## config.mk

```make
export PLATFORM = sky130hd
export DESIGN_NAME = mem_access_responder
export DESIGN_NICKNAME = d
export VERILOG_FILES = /design/src/rtl/mem_access_responder.sv
export SDC_FILE = /design/constraint.sdc
export NUM_CORES = 1
export LEC_CHECK = 0
export BUFFER_PORTS_ARGS = -buffer_cell sky130_fd_sc_hd__buf_2
export CORE_MARGIN = 1.5
export CORE_UTILIZATION = 60
export CTS_BUF_LIST = sky130_fd_sc_hd__clkbuf_16
export CTS_CLUSTER_DIAMETER = 100
export DETAILED_ROUTE_END_ITERATION = 10
export PLACE_DENSITY = 0.83
export SLEW_MARGIN = 5
export SYNTH_ARGS = -nofsm -noshare
export SYNTH_HDL_FRONTEND = slang
export SYNTH_SLANG_ARGS = --single-unit
```

## constraint.sdc

```tcl
create_clock -name clk_in -period 13.1 [get_ports clk_in]
set_input_delay 2.62 -clock clk_in [delete_from_list [all_inputs] [get_ports clk_in]]
set_output_delay 2.62 -clock clk_in [all_outputs]
set_load 0.05 [all_outputs]
```

## src/rtl/mem_access_responder.sv

```systemverilog
// Byte-serial memory access responder: turns 1/2/4-byte load/store tasks into single-byte
// RAM/IO bus cycles. Define MEM_RESP_IO_STALL_EN to stall IO-space writes on io_buffer_full.
module mem_access_responder #(
  parameter logic [31:0] IO_BASE = 32'h00030000
) (
  input  logic        clk_in,
  input  logic        rst_in,
  input  logic        rdy_in,
  input  logic        flush_pipline,
  input  logic        have_mem_access_task,
  input  logic [31:0] mem_access_addr,
  input  logic        mem_access_rw,
  input  logic [1:0]  mem_access_size,
  input  logic [31:0] mem_access_data,
  output logic        mem_access_task_done,
  output logic [31:0] mem_access_data_out,
  output logic        responder_idle,
  input  logic [7:0]  mem_din,
  output logic [7:0]  mem_dout,
  output logic [31:0] mem_a,
  output logic        mem_wr,
  input  logic        io_buffer_full
);

  typedef enum logic [1:0] {StIdle, StRead, StWrite, StDone} state_e;

  state_e      state_q;
  logic [31:0] addr_q;
  logic [31:0] data_q;
  logic [31:0] rbuf_q;
  logic [2:0]  cnt_q;
  logic [2:0]  len_q;

  function automatic logic [2:0] size_to_len(input logic [1:0] size);
    case (size)
      2'b00:   return 3'd1;
      2'b01:   return 3'd2;
      default: return 3'd4;
    endcase
  endfunction

  // Next write byte to put on the bus. In IDLE this is byte 0 of the incoming task; in WRITE
  // it is the byte after the one on the bus, or the same byte again if it was held by a stall.
  logic [2:0]  wr_idx;
  logic [2:0]  wr_len;
  logic [31:0] wr_base;
  logic [31:0] wr_word;
  logic [31:0] wr_addr;
  logic [7:0]  wr_byte;
  logic        wr_last;
  logic        wr_stall;

  always_comb begin
    if (state_q == StIdle) begin
      wr_idx  = 3'd0;
      wr_base = mem_access_addr;
      wr_word = mem_access_data;
      wr_len  = size_to_len(mem_access_size);
    end else begin
      wr_idx  = mem_wr ? cnt_q + 3'd1 : cnt_q;
      wr_base = addr_q;
      wr_word = data_q;
      wr_len  = len_q;
    end
    wr_addr = wr_base + {29'd0, wr_idx};
    wr_byte = 8'(wr_word >> {wr_idx[1:0], 3'b000});
    wr_last = (wr_idx == wr_len - 3'd1);
  end

`ifdef MEM_RESP_IO_STALL_EN
  assign wr_stall = io_buffer_full && (wr_addr >= IO_BASE);
`else
  logic unused_io_buffer_full;
  assign unused_io_buffer_full = io_buffer_full;
  assign wr_stall = 1'b0;
`endif

  // mem_din carries the byte addressed in the previous cycle, so lane cnt_q-1 is captured now.
  logic [31:0] rd_word;
  always_comb begin
    rd_word = rbuf_q;
    case (cnt_q)
      3'd1:    rd_word[7:0]   = mem_din;
      3'd2:    rd_word[15:8]  = mem_din;
      3'd3:    rd_word[23:16] = mem_din;
      3'd4:    rd_word[31:24] = mem_din;
      default: ;
    endcase
  end

  assign responder_idle = (state_q == StIdle);

  always_ff @(posedge clk_in or negedge rst_in) begin
    if (!rst_in) begin
      state_q              <= StIdle;
      addr_q               <= '0;
      data_q               <= '0;
      rbuf_q               <= '0;
      cnt_q                <= '0;
      len_q                <= '0;
      mem_access_task_done <= 1'b0;
      mem_access_data_out  <= '0;
      mem_dout             <= '0;
      mem_a                <= '0;
      mem_wr               <= 1'b0;
    end else if (rdy_in) begin
      unique case (state_q)
        StIdle: begin
          if (have_mem_access_task && !flush_pipline) begin
            addr_q              <= mem_access_addr;
            data_q              <= mem_access_data;
            len_q               <= size_to_len(mem_access_size);
            cnt_q               <= '0;
            rbuf_q              <= '0;
            mem_access_data_out <= '0;
            mem_a               <= mem_access_addr;
            if (mem_access_rw) begin
              mem_dout <= wr_byte;
              mem_wr   <= !wr_stall;
              if (!wr_stall && wr_last) begin
                mem_access_task_done <= 1'b1;
                state_q              <= StDone;
              end else begin
                state_q <= StWrite;
              end
            end else begin
              mem_dout <= '0;
              mem_wr   <= 1'b0;
              state_q  <= StRead;
            end
          end
        end
        StRead: begin
          if (flush_pipline) begin
            state_q <= StIdle;
            mem_a   <= '0;
            cnt_q   <= '0;
          end else begin
            rbuf_q <= rd_word;
            if (cnt_q == len_q) begin
              mem_access_data_out  <= rd_word;
              mem_access_task_done <= 1'b1;
              state_q              <= StDone;
            end else begin
              cnt_q <= cnt_q + 3'd1;
              if (cnt_q < len_q - 3'd1) begin
                mem_a <= addr_q + {29'd0, cnt_q + 3'd1};
              end
            end
          end
        end
        StWrite: begin
          cnt_q    <= wr_idx;
          mem_a    <= wr_addr;
          mem_dout <= wr_byte;
          mem_wr   <= !wr_stall;
          if (!wr_stall && wr_last) begin
            mem_access_task_done <= 1'b1;
            state_q              <= StDone;
          end
        end
        StDone: begin
          mem_access_task_done <= 1'b0;
          mem_access_data_out  <= '0;
          mem_wr               <= 1'b0;
          cnt_q                <= '0;
          state_q              <= StIdle;
        end
        default: state_q <= StIdle;
      endcase
    end
  end

endmodule

```

==> impl_metrics.csv, run 1 <==
group,metric,value,unit
status,status,"complete, no violations",
synthesis,synth-seq-cells,178,
finish,drive_gt1_share,26.2,%
synthesis,post_synth_num_cell_types,71,
worst_hold_path,holdCritPathClass,"flip-flop to flip-flop",
placement,numPortBuffers,154,
timing,max-slew-margin-rel,14.1,%
power,powerDensity,258,mW/mm²
clock_tree,hold_buffers,0,
timing,timing.final.crit_share,40.2,%
global_route,grt_max_degree,105,
timing,hold_slack,0.473,ns
timing,rsz0062_at_grt,"false",
synthesis,yosysWarnings,0,
finish,synthToLayoutAreaGrowth,12.5,%
floorplan,rows,48,
finish,fin_util,69.6,%
floorplan,die_w,137,µm
placement,place_hpwl,18600,µm
routing,dr.first_iter.drc_count,788,
power,p_total,3.12,mW
synthesis,synth_flop_cell,"dfrtp_1",
global_route,grt_first_pass_wirelength,45000,µm
clock_tree,cts_setup_buffers,0,
global_route,antenna_found_initial,1,
routing,drc,0,
clock_tree,cts_tree,"built",
synthesis,ys_async_sr_fraction,100,%
critical_path,critPathMaxFanout,9,
floorplan,core,0.0174,mm²
global_route,grt_pass1_vias,8966,
timing,fmax,0.190,GHz
routing,drt_wl_total,28000,µm
synthesis,syn_area,0.0108,mm²
timing,setup_violations,0,
clock_tree,cts_sinks,178,
routing,wl_per_cell,19.5,µm
synthesis,synth_top_area_cell,"dfrtp_1",
synthesis,synth_cells,1092,
finish,nNetsFinal,1302,
clock_tree,numCtsBuffers,17,
synthesis,synth_common_cells,"dfrtp_1, nand2_1, mux2_2",
clock_tree,clkLatencyLatePin,0.43,ns
synthesis,synth.top_cell.area_share,41.3,%
routing,vias,9141,
synthesis,yosysSeqAreaShare,41.3,%
clock_tree,cts-resized-gates,0,
power,p_leak,5.43,nW
timing,min_period,5.27,ns
floorplan,die-area,0.0188,mm²
floorplan,ios,156,
critical_path,cp-start-kind,"primary input",
power,peakVddDrop,0.176,mV
timing,finClkSkew,0.0113,ns
clock_tree,cts.path.max_buffers,2,
floorplan,dieHeight,137,µm
synthesis,synthTopCellsByArea,"dfrtp_1, mux2_2, a22o_1",
timing,worst_pin_slew,1.29,ns
critical_path,crit_type,"primary input to flip-flop",
routing,first_pass_iters,5,
global_route,grt_usage,30.7,%
placement,routabilityCongestion,0.897,
timing,hold_violations,0,
floorplan,start_util,61.9,%
clock_tree,h-tree-depth,4,
synthesis,syn_avg_cell_area,9.87,µm²
routing,postRouteAntennaNets,0,
routing,via_per_inst,6.35,
synthesis,syn-num-nets,1194,
critical_path,critical_path_required,13.40,ns
clock_tree,cts-root-buf,"clkbuf_16",
job,maxCapViolCount,0,
global_route,overflow,0,
critical_path,critPathCaptureType,"flip-flop",
synthesis,synth-edff-count,0,
synthesis,synth.most_common_cell,"dfrtp_1",
timing,tns,0,ns
timing,drv_slew,0,
clock_tree,clk_pin_slew,0.07,ns
critical_path,worst_ep_arrival_time,5.57,ns
-- worst paths after layout --
path / to / cells after the start / start / slack, ns
hold reg to reg: mem_a[17]$_DFFE_PN0P_ / 2 / mem_a[17]$_DFFE_PN0P_ / 0.47
min in group asynchronous: mem_a[5]$_DFFE_PN0P_ / 1 / rst_in / 2.31
max in group asynchronous: data_q[25]$_DFFE_PN0P_ / 2 / rst_in / 9.25
hold / removal: mem_a[17]$_DFFE_PN0P_ / 2 / mem_a[17]$_DFFE_PN0P_ / 0.47
setup / recovery: mem_a[18]$_DFFE_PN0P_ / 11 / mem_access_addr[0] / 7.83
setup reg to reg: mem_a[18]$_DFFE_PN0P_ / 13 / state_q[0]$_DFFE_PN0P_ / 8.30
-- final cells by class --
type	instances	area [µm²]
clock inverter	15	95.1
multi-input combinational	818	5940
inverter	21	78.8
antenna	1	2.50
timing repair buffer	164	852
clock buffer	17	425
sequential	178	4450
tap	225	282
fill	1388	5290
-- cells by family (layout without fill, tap and decap cells) --
kind of cell             count (synthesis)  in the layout  share of synthesized area (%)
other                                    0              1                              0
flip-flops                             178            178                           41.3
multiplexers                           144            144                           15.3
XOR/XNOR                                49             49                           3.98
buffers and inverters                   96            217                           3.90
AO/OA/AOI/OAI                          272            272                           17.8
adder cells (fa/ha/maj)                 21             21                           2.58
AND/OR/NAND/NOR                        332            332                           15.2
-- critical path, cell delays in order --
cell and delay [ns]:
buf_2 0.13, mux2_2 0.16, ha_1 0.17, inv_1 0.06, fa_1 0.39, nand2b_1 0.22
a211oi_4 0.49, nand4_1 0.44, or3_1 0.48, a311oi_1 0.26, o21ai_0 0.15
-- registers in the layout (all words and copies together), names as in the netlist, 3 cells and up --
register             flops
mem_access_data_out     32
len_q                    3
addr_q                  32
cnt_q                    3
rbuf_q                  32
mem_a                   32
data_q                  32
mem_dout                 8
-- metrics by stage --
stage                     area (µm²)  cells  setup WS [ns]
after floorplan                10800   1092           8.12
after global placement         11600   1406           7.58
after detailed placement       11600   1406           7.46
after CTS                      12100   1438           7.94
after global routing           12100   1438           7.68
final                          12100   1439           7.83
-- power breakdown --
group          switching (mW)  internal (mW)
Clock                   0.225          0.240
Combinational            1.06          0.639
Sequential              0.197          0.765
-- routing by layer --
metal	part of all wire, %	vias to the layer above	global-route usage (%)	wire, µm
met3	8.8	66	7.56	2450
met5	0	-	0	0
met4	2.6	0	12.3	733
met1	43	4394	41.1	11900
li1	-	4241	-	-
met2	46	440	48.0	12900
-- placed cells by master (no fill, tap or decap), types with 12 or more instances in the layout --
| master | count |
|---|---|
| a211oi_1 | 15 |
| a21o_1 | 13 |
| a21oi_1 | 25 |
| a221oi_1 | 14 |
| a22o_1 | 57 |
| and2_1 | 14 |
| buf_2 | 153 |
| clkbuf_16 | 17 |
| dfrtp_1 | 178 |
| ha_1 | 17 |
| inv_1 | 21 |
| mux2_2 | 102 |
| mux2i_1 | 36 |
| nand2_1 | 126 |
| nand3_1 | 43 |
| nand4_1 | 25 |
| nor2_1 | 45 |
| nor2b_1 | 12 |
| nor3_1 | 26 |
| o21ai_0 | 94 |
| xnor2_1 | 30 |
| xor2_1 | 19 |
No activity file was read; power rests on OpenSTA's default activity.
==> inputs of run 2 (changes only) <==
Settings changed: CORE_UTILIZATION 60 to 53, PLACE_DENSITY 0.83 to 0.78.
Clock period 13.1 ns to 4.6 ns, I/O delays scaled along.
==> run 2 against run 1 <==
Combinational power rose to 2.9 times the previous value; critical path depth up 1; non-clock buffer count up 12; highest routed layer unchanged; setup slack worse by 7.1 ns; power rose to 2.9 times the previous value; clock power rose to 3.4 times the previous value; design area up 2.1%; global-route usage down 4.0 points; core utilization down 6.8 points; first-iteration DRC count down 0.51%; hold slack better by 0.0033 ns.
==> impl_metrics.csv, run 2 (synthesis results as in run 1) <==
group,metric,value,unit
timing,drv_slew,0,
finish,layout_common_cells,"dfrtp_1, buf_2, nand2_1",
critical_path,critPathCaptureType,"flip-flop",
global_route,grt_first_pass_wirelength,45600,µm
clock_tree,cts_tree,"built",
floorplan,rows,51,
finish,fill_cells,1619,
timing,tns,0,ns
routing,vias,9142,
global_route,met2_usage,41.6,%
placement,numPortBuffers,154,
routing,via_per_inst,6.14,
global_route,met1_usage,36.9,%
routing,drt_wl_total,28400,µm
global_route,grt_max_degree,101,
floorplan,dieHeight,146,µm
finish,drive_gt1_share,27.1,%
clock_tree,hold_buffers,0,
timing,timing.final.crit_share,84.3,%
critical_path,critical_path_required,4.91,ns
routing,wl_per_cell,19.0,µm
clock_tree,h-tree-depth,4,
clock_tree,cts-resized-gates,0,
placement,dp_cells,1458,
floorplan,die_w,146,µm
floorplan,core,0.0197,mm²
global_route,grt.busiest_layer,"met2",
critical_path,worst_ep_arrival_time,4.18,ns
clock_tree,cts_sinks,178,
timing,hold_violations,0,
power,peakVddDrop,0.456,mV
critical_path,cp-start-kind,"flip-flop",
critical_path,crit_type,"flip-flop to flip-flop",
timing,max-slew-margin-rel,31.3,%
timing,setup_violations,0,
global_route,grt_use_met3,5.52,%
job,maxCapViolCount,0,
clock_tree,numCtsBuffers,17,
clock_tree,clkLatencyLatePin,0.44,ns
placement,routabilityCongestion,0.898,
global_route,grt_pass1_vias,8826,
routing,drc,0,
status,status,"complete, no violations",
critical_path,critPathMaxFanout,7,
power,p_leak,5.54,nW
routing,postRouteAntennaNets,0,
global_route,antenna_found_initial,2,
finish,regArea,0.00445,mm²
clock_tree,cts_setup_buffers,0,
clock_tree,clk_pin_slew,0.07,ns
finish,final_common_cell,"dfrtp_1",
floorplan,start_util,54.6,%
timing,min_period,3.88,ns
timing,fmax,0.258,GHz
timing,worst_pin_slew,1.03,ns
finish,multi_input_area,0.00594,mm²
timing,finClkSkew,0.00965,ns
clock_tree,cts-root-buf,"clkbuf_16",
global_route,grt_usage,26.7,%
power,p_total,9.17,mW
finish,stdcell_count,1490,
clock_tree,cts.path.max_buffers,2,
power,powerDensity,741,mW/mm²
routing,first_pass_iters,5,
worst_hold_path,holdCritPathClass,"flip-flop to flip-flop",
floorplan,ios,156,
finish,synthToLayoutAreaGrowth,14.9,%
routing,dr.first_iter.drc_count,784,
finish,nNetsFinal,1314,
placement,place_hpwl,19200,µm
timing,rsz0062_at_grt,"false",
floorplan,die-area,0.0212,mm²
global_route,overflow,0,
## run 2: cell count changes in the layout (fill, tap and decap cells not counted), sizes merged
cell,before,now
inv,23,25
clkinvlp,4,3
buf,164,176
clkinv,9,3
bufinv,0,4
## run 2: per-layer routing
metal	wire [µm]	vias up	share of wire, %
met5	0	-	0
met4	671	0	2.4
met3	2310	60	8.1
met2	13000	379	46
met1	12300	4437	44
li1	-	4266	-
## run 2: worst paths after layout
path	from	endpoint	slack, ns	depth (start not counted)
worst max-delay path	cnt_q[0]$_DFFE_PN0P_	mem_a[18]$_DFFE_PN0P_	0.72	12
worst min-delay path	mem_access_data_out[4]$_DFFE_PN0P_	mem_access_data_out[4]$_DFFE_PN0P_	0.48	2
max in group asynchronous	rst_in	mem_access_data_out[25]$_DFFE_PN0P_	3.08	2
worst max register to register	cnt_q[0]$_DFFE_PN0P_	mem_a[18]$_DFFE_PN0P_	0.72	12
min in group asynchronous	rst_in	mem_a[6]$_DFFE_PN0P_	0.61	1
worst min register to register	mem_access_data_out[4]$_DFFE_PN0P_	mem_access_data_out[4]$_DFFE_PN0P_	0.48	2
## run 2: critical path, stage by stage (launching register included)
cell and delay, ns:
dfrtp_1 0.48, inv_1 0.18, ha_1 0.47, mux2i_1 0.16
nor2_1 0.16, inv_1 0.10, fa_1 0.45, nand2b_1 0.22
a211oi_4 0.35, nand4_1 0.31, or3_1 0.46, a311oi_1 0.27
o21ai_0 0.15
## run 2: area by class of cell
type	count	area share [%]
Clock buffer	17	3.44
Antenna cell	1	0.0202
Timing Repair Buffer	176	7.71
Tap cell	265	2.68
Multi-Input combinational cell	818	47.9
Inverter	21	0.637
Sequential cell	178	36.0
Clock inverter	14	1.61
## run 2: per-stage QoR
stage	utilization [%]	setup WS, ns	instance area (µm²)	hold slack, ns
after floorplan	-	0.144	10800	0.465
after global placement	59.6	0.942	11800	0.456
after detailed placement	59.6	0.799	11800	0.466
after CTS	62.8	0.758	12400	0.481
after global routing	62.8	0.441	12400	0.503
final	62.8	0.723	12400	0.476
## run 2: power breakdown
part           internal [mW]  total [mW]  switching, mW  leakage, nW
clock network          0.914        1.56          0.650        0.295
registers               2.18        2.76          0.576         2.27
logic                   1.84        4.85           3.01         2.97
==> inputs of run 3 (changes only) <==
Clock period 4.6 ns to 3.4 ns, I/O delays scaled along.
==> run 3 against run 2 <==
Die area is the same; highest routed layer unchanged; global-route usage rose by 0.72 points; via count increased by 0.86%; register-to-register slack worse by 0.54 ns; count of clock-buffer cells in the layout did not move; sequential power up 34%; final cell count is 1.2% higher; sequential share of layout area decreased by 0.64 points; non-clock buffer count increased by 18.
==> impl_metrics.csv, run 3 (synthesis results as in run 1) <==
group,metric,value,unit
status,status,"complete, no violations",
routing,vias,9221,
timing,worst_pin_slew,0.817,ns
finish,synthToLayoutAreaGrowth,17.0,%
global_route,grt_max_degree,75,
routing,drc,0,
critical_path,r2r_start,"cnt_q[0]$_DFFE_PN0P_",
clock_tree,cts_setup_buffers,0,
global_route,grt_pass1_vias,9091,
critical_path,crit_type,"flip-flop to flip-flop",
power,seqPwrFrac,29.6,%
routing,dr.first_iter.drc_count,586,
placement,numPortBuffers,154,
power,p_int,6.67,mW
global_route,antenna_found_initial,0,
routing,postRouteAntennaNets,0,
critical_path,crit_path_end,"mem_a[29]$_DFFE_PN0P_",
clock_tree,cts_sinks,178,
finish,postLayoutCellArea,0.0126,mm²
critical_path,critPathMaxFanout,6,
routing,first_pass_iters,7,
clock_tree,cts.path.max_buffers,2,
critical_path,cp-start-kind,"flip-flop",
timing,setup_violations,0,
power,p_leak,5.66,nW
critical_path,reg2reg_depth,10,
clock_tree,clk_pin_slew,0.08,ns
power,switchingPower,5.86,mW
power,clockPowerShare,15.9,%
placement,dp_slack,0.152,ns
critical_path,worst_ep_arrival_time,3.56,ns
routing,via_per_inst,6.11,
clock_tree,cts-root-buf,"clkbuf_16",
floorplan,die_w,146,µm
power,peakVddDrop,0.551,mV
floorplan,core,0.0197,mm²
routing,drt_wl_total,28700,µm
critical_path,rrSetupSlack,0.19,ns
finish,layout_common_cells,"dfrtp_1, buf_2, nand2_1",
clock_tree,cts-resized-gates,0,
clock_tree,numCtsBuffers,17,
global_route,grt_first_pass_wirelength,47000,µm
timing,hold_violations,0,
timing,worst_slack,0.187,ns
power,powerDensity,994,mW/mm²
clock_tree,h-tree-depth,4,
timing,max-slew-margin-rel,44.9,%
finish,final_common_cell,"dfrtp_1",
placement,routabilityCongestion,0.931,
worst_hold_path,holdCritPathClass,"primary input to asynchronous set/reset pin",
timing,min_period,3.21,ns
floorplan,start_util,54.6,%
floorplan,dieHeight,146,µm
timing,finClkSkew,0.0120,ns
critical_path,crit_start,"cnt_q[0]$_DFFE_PN0P_",
floorplan,die-area,0.0212,mm²
power,netSwitchingFraction,46.8,%
floorplan,ios,156,
finish,drive_gt1_share,29.4,%
critical_path,critical_path_required,3.74,ns
critical_path,r2r_end,"mem_a[29]$_DFFE_PN0P_",
global_route,overflow,0,
timing,rsz0062_at_grt,"false",
finish,diodes,0,
global_route,grt_usage,27.5,%
clock_tree,cts_tree,"built",
placement,placed_area,0.0120,mm²
timing,fmax,0.311,GHz
finish,nNetsFinal,1332,
placement,place_hpwl,20000,µm
clock_tree,hold_buffers,0,
timing,timing.final.crit_share,94.5,%
clock_tree,clkLatencyLatePin,0.43,ns
power,combPwrFrac,54.5,%
job,maxCapViolCount,0,
routing,wl_per_cell,19.0,µm
timing,drv_slew,0,
critical_path,critPathCaptureType,"flip-flop",
floorplan,rows,51,
==> run 3: critical path, cell delays in order (launching register included) <==
cell and delay, ns:
dfrtp_2 0.47, ha_1 0.22, ha_1 0.32, a211oi_2 0.43
ha_4 0.24, nand3_2 0.11, a22oi_4 0.22, nand3_2 0.16
or4_1 0.53, a21o_1 0.21, a311oi_2 0.23
==> run 3: worst min path at each step <==
stage,depth (start not counted),slack (ns),start,endpoint
floorplan,0,0.38,rst_in,addr_q[0]$_DFFE_PN0P_
global placement,2,0.46,mem_a[5]$_DFFE_PN0P_,mem_a[5]$_DFFE_PN0P_
detailed placement,2,0.47,mem_access_data_out[4]$_DFFE_PN0P_,mem_access_data_out[4]$_DFFE_PN0P_
CTS,1,0.30,rst_in,mem_a[9]$_DFFE_PN0P_
global route,1,0.34,rst_in,mem_a[9]$_DFFE_PN0P_
finish,1,0.28,rst_in,mem_a[9]$_DFFE_PN0P_
==> run 3: power by group through the flow <==
stage	combinational, mW	sequential, mW	clock [mW]
after detailed placement	6.79	3.72	0
final	6.83	3.71	1.99
after global placement	6.62	3.68	0
after floorplan	4.44	4.46	0
after CTS	6.82	3.70	2.03
after global routing	7.42	3.83	2.12
==> run 3: cell type report <==
type	count	area (µm²)
inverters	21	78.8
repair buffers	194	1130
clock inverters	15	170
well taps	265	332
flip-flops and latches	178	4460
clock buffers	17	425
multi-input cells	818	6020
fillers	1660	7110
==> run 3: stage by stage <==
stage / power [mW] / std cells / utilization, % / setup TNS, ns / hold slack [ns]
finish: 12.5 / 1508 / 64.0 / 0 / 0.278
global route: 13.4 / 1508 / 64.0 / 0 / 0.340
CTS: 12.5 / 1508 / 63.9 / 0 / 0.305
detailed placement: 10.5 / 1476 / 60.9 / 0 / 0.465
global placement: 10.3 / 1476 / 60.9 / 0 / 0.456
floorplan: 8.91 / 1092 / - / -3.68 / 0.384
==> run 3: metal layers <==
layer / up-vias / track usage, % / routed length, µm
li1: 4307 / - / -
met1: 4547 / 37.2 / 12400
met2: 324 / 45.1 / 13600
met3: 43 / 5.33 / 2060
met4: 0 / 7.65 / 533
met5: - / 0 / 0
